File: src/rtl/fb_host_write_ctrl_if.sv
// Host-side and framebuffer-write-port signals for fb_host_write_ctrl.
// The master is the host/timing side; the slave is the write controller.
interface fb_host_write_ctrl_if;
  logic [7:0]  host_data;
  logic        host_strobe;
  logic        blank;
  logic        host_busy;
  logic        overflow;
  logic [10:0] mem_addr;
  logic        mem_we;
  logic [1:0]  mem_data;

  modport master (
    output host_data, host_strobe, blank,
    input  host_busy, overflow, mem_addr, mem_we, mem_data
  );

  modport slave (
    input  host_data, host_strobe, blank,
    output host_busy, overflow, mem_addr, mem_we, mem_data
  );
endinterface

File: src/rtl/fb_host_write_ctrl.sv
// Host command writer for the 40x30 2-bit framebuffer: strobe sync, command FIFO, blank-gated writes.
// Optional FBW_AUTOINC_EN: advance the cursor (raster order, wrapping) after each PIXEL write.
module fb_host_write_ctrl #(
  parameter int FIFO_DEPTH = 4,
  parameter int COLS       = 40,
  parameter int ROWS       = 30
) (
  input logic                 clk,
  input logic                 rst,
  fb_host_write_ctrl_if.slave bus
);

  localparam int PTR_W = $clog2(FIFO_DEPTH);
  localparam int CNT_W = PTR_W + 1;

  localparam logic [CNT_W-1:0] CNT_FULL  = CNT_W'(FIFO_DEPTH);
  localparam logic [10:0]      LAST_ADDR = 11'(COLS * ROWS - 1);
  localparam logic [5:0]       X_MAX     = 6'(COLS - 1);
  localparam logic [4:0]       Y_MAX     = 5'(ROWS - 1);

  localparam logic [1:0] OP_SET_X = 2'b00;
  localparam logic [1:0] OP_SET_Y = 2'b01;
  localparam logic [1:0] OP_PIXEL = 2'b10;
  localparam logic [1:0] OP_FILL  = 2'b11;

  typedef enum logic [1:0] {IDLE, EXEC, FILL} state_t;

  state_t           state_q, state_d;
  logic [2:0]       sync_q, sync_d;
  logic [7:0]       fifo_q [FIFO_DEPTH];
  logic [7:0]       fifo_d [FIFO_DEPTH];
  logic [PTR_W-1:0] wr_ptr_q, wr_ptr_d;
  logic [PTR_W-1:0] rd_ptr_q, rd_ptr_d;
  logic [CNT_W-1:0] cnt_q, cnt_d;
  logic             host_busy_q, host_busy_d;
  logic             overflow_q, overflow_d;
  logic [5:0]       x_q, x_d;
  logic [4:0]       y_q, y_d;
  logic [7:0]       cmd_q, cmd_d;
  logic [10:0]      fill_cnt_q, fill_cnt_d;

  logic             strobe_rise;
  logic             fifo_full;
  logic             push;
  logic             pop;
  logic [7:0]       head;
  logic [10:0]      mem_addr_c;
  logic             mem_we_c;
  logic [1:0]       mem_data_c;

  // Cursor is clamped, so y*40+x always fits in 11 bits.
  function automatic logic [10:0] cell_addr(input logic [5:0] cx, input logic [4:0] cy);
    return ({6'd0, cy} << 5) + ({6'd0, cy} << 3) + {5'd0, cx};
  endfunction

  function automatic logic [5:0] clamp_x(input logic [5:0] arg);
    return (arg > X_MAX) ? X_MAX : arg;
  endfunction

  function automatic logic [4:0] clamp_y(input logic [5:0] arg);
    return (arg > {1'b0, Y_MAX}) ? Y_MAX : arg[4:0];
  endfunction

  assign strobe_rise = sync_q[1] & ~sync_q[2];
  assign fifo_full   = (cnt_q == CNT_FULL);
  assign push        = strobe_rise & ~fifo_full;
  assign head        = fifo_q[rd_ptr_q];

  always_comb begin
    state_d    = state_q;
    cmd_d      = cmd_q;
    fill_cnt_d = fill_cnt_q;
    x_d        = x_q;
    y_d        = y_q;
    pop        = 1'b0;
    mem_addr_c = '0;
    mem_we_c   = 1'b0;
    mem_data_c = '0;

    case (state_q)
      IDLE: begin
        // Cursor moves touch no memory, so they may drain during active video.
        if ((cnt_q != '0) && (bus.blank || (head[7:6] == OP_SET_X) || (head[7:6] == OP_SET_Y))) begin
          pop     = 1'b1;
          cmd_d   = head;
          state_d = EXEC;
        end
      end
      EXEC: begin
        case (cmd_q[7:6])
          OP_SET_X: begin
            x_d     = clamp_x(cmd_q[5:0]);
            state_d = IDLE;
          end
          OP_SET_Y: begin
            y_d     = clamp_y(cmd_q[5:0]);
            state_d = IDLE;
          end
          OP_PIXEL: begin
            mem_addr_c = cell_addr(x_q, y_q);
            mem_data_c = cmd_q[1:0];
            if (bus.blank) begin
              mem_we_c = 1'b1;
              state_d  = IDLE;
`ifdef FBW_AUTOINC_EN
              if (x_q == X_MAX) begin
                x_d = '0;
                y_d = (y_q == Y_MAX) ? '0 : y_q + 5'd1;
              end else begin
                x_d = x_q + 6'd1;
              end
`endif
            end
          end
          OP_FILL: begin
            fill_cnt_d = '0;
            state_d    = FILL;
          end
          default: state_d = IDLE;
        endcase
      end
      FILL: begin
        mem_addr_c = fill_cnt_q;
        mem_data_c = cmd_q[1:0];
        if (bus.blank) begin
          mem_we_c = 1'b1;
          if (fill_cnt_q == LAST_ADDR) state_d = IDLE;
          else                         fill_cnt_d = fill_cnt_q + 11'd1;
        end
      end
      default: state_d = IDLE;
    endcase
  end

  always_comb begin
    sync_d   = {sync_q[1:0], bus.host_strobe};
    fifo_d   = fifo_q;
    wr_ptr_d = wr_ptr_q;
    rd_ptr_d = rd_ptr_q;
    if (push) begin
      fifo_d[wr_ptr_q] = bus.host_data;
      wr_ptr_d         = wr_ptr_q + PTR_W'(1);
    end
    if (pop) rd_ptr_d = rd_ptr_q + PTR_W'(1);
    cnt_d       = cnt_q + CNT_W'(push) - CNT_W'(pop);
    host_busy_d = (cnt_d == CNT_FULL);
    overflow_d  = overflow_q | (strobe_rise & fifo_full);
  end

  always_ff @(posedge clk) begin
    if (rst) begin
      state_q     <= IDLE;
      sync_q      <= '0;
      wr_ptr_q    <= '0;
      rd_ptr_q    <= '0;
      cnt_q       <= '0;
      host_busy_q <= 1'b0;
      overflow_q  <= 1'b0;
      x_q         <= '0;
      y_q         <= '0;
    end else begin
      state_q     <= state_d;
      sync_q      <= sync_d;
      wr_ptr_q    <= wr_ptr_d;
      rd_ptr_q    <= rd_ptr_d;
      cnt_q       <= cnt_d;
      host_busy_q <= host_busy_d;
      overflow_q  <= overflow_d;
      x_q         <= x_d;
      y_q         <= y_d;
    end
    fifo_q     <= fifo_d;
    cmd_q      <= cmd_d;
    fill_cnt_q <= fill_cnt_d;
  end

  assign bus.host_busy = host_busy_q;
  assign bus.overflow  = overflow_q;
  assign bus.mem_addr  = mem_addr_c;
  assign bus.mem_we    = mem_we_c;
  assign bus.mem_data  = mem_data_c;

endmodule

File: src/flat_wrapper.sv
// flat-port wrapper written by rule: the top's interface ports become plain ports
module fb_host_write_ctrl_flat 
#(
  parameter int FIFO_DEPTH = 4,
  parameter int COLS       = 40,
  parameter int ROWS       = 30
)
  (clk, rst, bus_host_data, bus_host_strobe, bus_blank, bus_host_busy, bus_overflow, bus_mem_addr, bus_mem_we, bus_mem_data);
  fb_host_write_ctrl_if bus_i ();
  input logic clk;
  input logic rst;
  input wire logic [$bits(bus_i.host_data)-1:0] bus_host_data;
  input wire logic [$bits(bus_i.host_strobe)-1:0] bus_host_strobe;
  input wire logic [$bits(bus_i.blank)-1:0] bus_blank;
  output wire logic [$bits(bus_i.host_busy)-1:0] bus_host_busy;
  output wire logic [$bits(bus_i.overflow)-1:0] bus_overflow;
  output wire logic [$bits(bus_i.mem_addr)-1:0] bus_mem_addr;
  output wire logic [$bits(bus_i.mem_we)-1:0] bus_mem_we;
  output wire logic [$bits(bus_i.mem_data)-1:0] bus_mem_data;
  assign bus_i.host_data = bus_host_data;
  assign bus_i.host_strobe = bus_host_strobe;
  assign bus_i.blank = bus_blank;
  assign bus_host_busy = bus_i.host_busy;
  assign bus_overflow = bus_i.overflow;
  assign bus_mem_addr = bus_i.mem_addr;
  assign bus_mem_we = bus_i.mem_we;
  assign bus_mem_data = bus_i.mem_data;
  fb_host_write_ctrl #(.FIFO_DEPTH(FIFO_DEPTH), .COLS(COLS), .ROWS(ROWS)) u_core (.clk(clk), .rst(rst), .bus(bus_i));
endmodule
File: config.mk
export PLATFORM = sky130hd
export DESIGN_NAME = fb_host_write_ctrl_flat
export DESIGN_NICKNAME = d
export VERILOG_FILES = /design/src/rtl/fb_host_write_ctrl_if.sv /design/src/rtl/fb_host_write_ctrl.sv /design/src/flat_wrapper.sv
export SDC_FILE = /design/constraint.sdc
export NUM_CORES = 1
export LEC_CHECK = 0
export ABC_AREA = 1
export ABC_CLOCK_PERIOD_IN_PS = 2400
export CAP_MARGIN = 10
export CORE_ASPECT_RATIO = 0.7
export CORE_MARGIN = 1
export CORE_UTILIZATION = 40
export CTS_CLUSTER_SIZE = 25
export DETAILED_ROUTE_END_ITERATION = 6
export SLEW_MARGIN = 30
export SYNTH_ARGS = -nofsm -noshare
export SYNTH_HDL_FRONTEND = slang
export SYNTH_SLANG_ARGS = --single-unit
File: constraint.sdc
create_clock -name clk -period 2.4 [get_ports clk]
set_input_delay 0.72 -clock clk [delete_from_list [all_inputs] [get_ports clk]]
set_output_delay 0.72 -clock clk [all_outputs]
set_load 0.01 [all_outputs]
# == Word-level counts from Yosys, hierarchy flattened ==
# Cells that the tools add are included.
# totals
reg_bits,76
out_inout_bits,16
# classes
addsub,7
n_lt_le_gt_ge,5
eq_ne,15
muxes,27
bitwise,8
n_reduce_logical,15
# op_table
cell,n
$mux 11,4
$pmux 11 s2,2
$bwmux 32,1
$mux 8,3
$bmux 8 s2,1
$demux 8 s2,1
$pmux 2 s3,2
$add 10x8->11,1
$add 11x1->11 const B,1
$add 11x6->11,1
$eq 11x11->1 const B,1
$mux 2,5
$reduce_and 4->1,2
$eq 2x1->1 const B,3
$eq 2x2->1 const B,3
$eq 3x3->1 const B,2
$ge 3x3->1 const B,2
$gt 6x5->1 const B,1
$gt 6x6->1 const B,1
$logic_not 2->1,3
$mux 6,1
$ne 2x2->1 const B,3
$not 2->3,2
$reduce_and 2->1,3
18 further kinds,28

# == Longest topological paths before layout ==
# logic_depth
depth_word,12
depth_mapped,15

# == Least setup slack after synthesis ==
# No wires, ideal clock.
# synth_path
kind,register to output
startpoint,register u_core.y_q[0]
endpoint,output port bus_mem_addr[10]
t_arrival_ps,1951
t_required_ps,1680
slack_ps,-271
path_stages_with_launch,9
path_buffers,0
cell_sequence,dfxtp_1 -> inv_1 -> fa_1 -> fa_1 -> o21ai_0 -> nand2_1 -> nand2_1 -> nand3_1 -> a21oi_1
# synth_between
elab_chain_cells,4
# synth_lines
element,line_no,text
from (decl),fb_host_write_ctrl.sv:38,"logic [4:0] y_q, y_d;"
from (signal assigned),fb_host_write_ctrl.sv:170,y_q <= y_d;
$add 10x8->11,fb_host_write_ctrl.sv:53,"return ({6'd0, cy} << 5) + ({6'd0, cy} << 3) + {5'd0, cx};"
$add 11x6->11,fb_host_write_ctrl.sv:53,
$mux 11,fb_host_write_ctrl.sv:90,case (cmd_q[7:6])
$pmux 11 s2,fb_host_write_ctrl.sv:80,case (state_q)
to (decl),flat_wrapper.sv:17,output wire logic [$bits(bus_i.mem_addr)-1:0] bus_mem_addr;
# No other way between the ends.

# == Worst setup path in the final report ==
# layout_path
startpoint,register u_core.y_q[0]
endpoint,output port bus_mem_addr[6]
# The elaborated chain is that of the path after synthesis.

==> run summary <==
Pleak -> 0.00192 uW
Largest area contributor in the netlist -> edfxtp_1
Worst-Margin Slew -> 0.572 ns
Antenna violations before repair -> 0
Clock Skews -> 0.00910 ns
Power density over cell area -> 1040 mW/mm^2
FP Rows -> 28
Overall routing resource usage -> 18.7%
First-pass GRT wire length -> 13.3 mm
Sequential fraction of the synthesis area -> 55.7%
#FFs+latches synth -> 76
Yosys warnings -> 0
Via count -> 2,801
Hold Violations, Final -> 0
Layout cells sized above 1 -> 25.9%
Worst-path cell chain -> inv_2 > fa_1 > buf_4 > fa_2 > buf_4 > xnor2_4 > a22oi_2 > nor2_1 > buf_2
Clock latency on the worst-skew pair -> 0.34 ns
Area contributors post-synth -> edfxtp_1 (42%), dfxtp_1 (14%), ha_1 (6.5%)
Worst R2R Start -> u_core.rd_ptr_q[0]
Hold Startpoint -> u_core.sync_q[0]
Top cell type's share of synthesized area -> 41.9%
Detailed Place HPWL -> 5.56 mm
FMAX -> 0.326 GHz
Gp weighted congestion -> 0.829
CP Max Fanout -> 2
Final setup margin -> -0.669 ns
Ports -> 28
Syn Inst Count -> 380
Setup violators final -> 6
Routed len/inst -> 13.8 um
Critical path startpoint category -> flop
Fin crit period -> 3.07 ns
Crit end category -> primary output
I/O Buffers -> 27
CTS Buf Count -> 9
Post-place setup slack -> -0.694 ns
Clock transition at path regs -> 0.06 ns
Most frequent cells in the layout -> edfxtp_1 (51), nand2_1 (49), inv_1 (44)
Buf/Inv on CP -> 4
VDD IR max -> 0.487 mV
Vias in the first global route -> 2,844
Failing checks -> negative setup slack
Count of cell types in the netlist -> 38
Hold-fix buffers, CTS -> 0
CTS root buf -> clkbuf_16
Largest net degree at the start of global routing -> 14
DRC Markers -> 0
Setup tns final -> -3.68 ns
Crit-path leading delay family -> adder cells
RSZ-0062 raised after global routing -> yes
TritonRoute pass-1 iters -> 4
DR vias/cell -> 4.87
H-Tree Depth -> 3
Critical path origin -> u_core.y_q[0]
Max Slew Vio Count -> 0
Fin crit share -> 128%
Die width -> 116 um
Nets -> 484
Crit Path Class -> flop to primary output
Clock Sink Count -> 76
Core area -> 0.00865 mm^2
Slew HR -> 61.5%
Worst EP required -> 1.68 ns
Die height -> 81.9 um
CP arrival -> 2.35 ns
P&R area growth vs syn -> 30.2%
Synthesized cell area -> 0.00365 mm^2
Global route total overflow -> 0
CTS tree -> yes
Initial Util -> 42.2%
Worst path max stage delay -> 0.51 ns
Slowest CP cell -> fa_1
Iteration-0 DRC Markers -> 147
Share of the core filled with cells -> 54.9%
Full die area -> 0.00952 mm^2
DRT antenna net count -> 0
Most used cell along the critical path -> buf_4
Worst min path class -> flop to flop
Max Buffers Root-to-Sink -> 2
WL final -> 7.94 mm
Syn nets -> 414
Syn avg cell area -> 9.61 um^2
Diodes inserted -> 0
# Max-Cap Violations -> 0
Outcome -> complete, but fails checks
Commonest non-fill, non-tap cell in the layout -> edfxtp_1
-- what timing repair did --
action | CTS | global route
setup endpoints to repair | 17 | 17
buffers inserted | 1 | 3
pin swaps | 15 | 15
resized for setup | 66 | 22
-- metal layers --
layer	routed length [um]	up-vias	global-route usage (%)	part of all wire, %
li1	-	1433	-	-
met1	4010	1301	25.1	50
met2	3500	60	29.0	44
met3	360	7	5.83	4.5
met4	79	0	5.26	0.99
met5	0	-	0	0
-- synthesized netlist by cell type, drive strengths merged --
library cell / n
inv: 55
edfxtp: 51
nand2: 51
nor2: 45
o21ai: 36
a21oi: 33
dfxtp: 25
nand3: 21
ha: 19
o22ai: 7
clkbuf: 5
buf: 4
nor3: 4
a211oi: 3
a31oi: 3
fa: 3
nand4: 2
nor4: 2
or2: 2
xnor2: 2
a22oi: 1
a2bb2oi: 1
a41oi: 1
and2: 1
clkinv: 1
nand3b: 1
xor2: 1
-- state kept, by name (all words and copies together), names as in the netlist --
| signal | flops |
|---|---|
| u_core.x_q | 6 |
| u_core.bus.host_busy | 1 |
| u_core.fifo_q | 32 |
| u_core.state_q | 2 |
| u_core.sync_q | 3 |
| u_core.bus.overflow | 1 |
| u_core.y_q | 5 |
| u_core.cnt_q | 3 |
| u_core.cmd_q | 8 |
| u_core.wr_ptr_q | 2 |
| u_core.fill_cnt_q | 11 |
| u_core.rd_ptr_q | 2 |
-- path summary, 6_finish.rpt --
kind	end	slack, ns	depth (start not counted)
setup / recovery	bus_mem_addr[6]	-0.67	9
hold / removal	u_core.sync_q[1]	0.40	2
setup reg to reg	u_core.bus.host_busy	0.21	14
hold reg to reg	u_core.sync_q[1]	0.40	2
-- final cells by class --
cell class	instances	area, um^2
Multi-Input combinational cell	239	1530
Inverter	56	213
Timing Repair Buffer	68	523
Clock buffer	11	233
Tap cell	120	150
Fill cell	758	3900
Sequential cell	76	2040
Clock inverter	5	62.6
-- cell families after synthesis --
logic type / Yosys count / share of synthesized area (%)
AO/OA/AOI/OAI: 85 / 12.7
XOR/XNOR: 3 / 0.720
adder cells (fa/ha/maj): 22 / 8.16
buffers and inverters: 65 / 7.03
flip-flops: 76 / 55.7
AND/OR/NAND/NOR: 129 / 15.8
-- tightest hold or removal path: stages (launching register included) --
cell     delay [ns]
dfxtp_1        0.30
inv_1          0.04
nor2_1         0.03
-- power by group --
group	switching, uW	internal (uW)	total (uW)
clock network	522	809	1330
logic	985	702	1690
registers	209	1710	1920
total	1720	3220	4940
-- per-stage QoR --
| step | std cells | hold WS (ns) | total power [uW] | instance area (um^2) |
|---|---|---|---|---|
| after floorplan | 380 | 0.388 | 2860 | 3670 |
| after global placement | 555 | 0.391 | 3460 | 4330 |
| after detailed placement | 555 | 0.397 | 3480 | 4330 |
| after CTS | 572 | 0.406 | 4880 | 4690 |
| after global routing | 575 | 0.419 | 5270 | 4750 |
| final | 575 | 0.404 | 4940 | 4750 |
(Power assumes the default switching activity.)
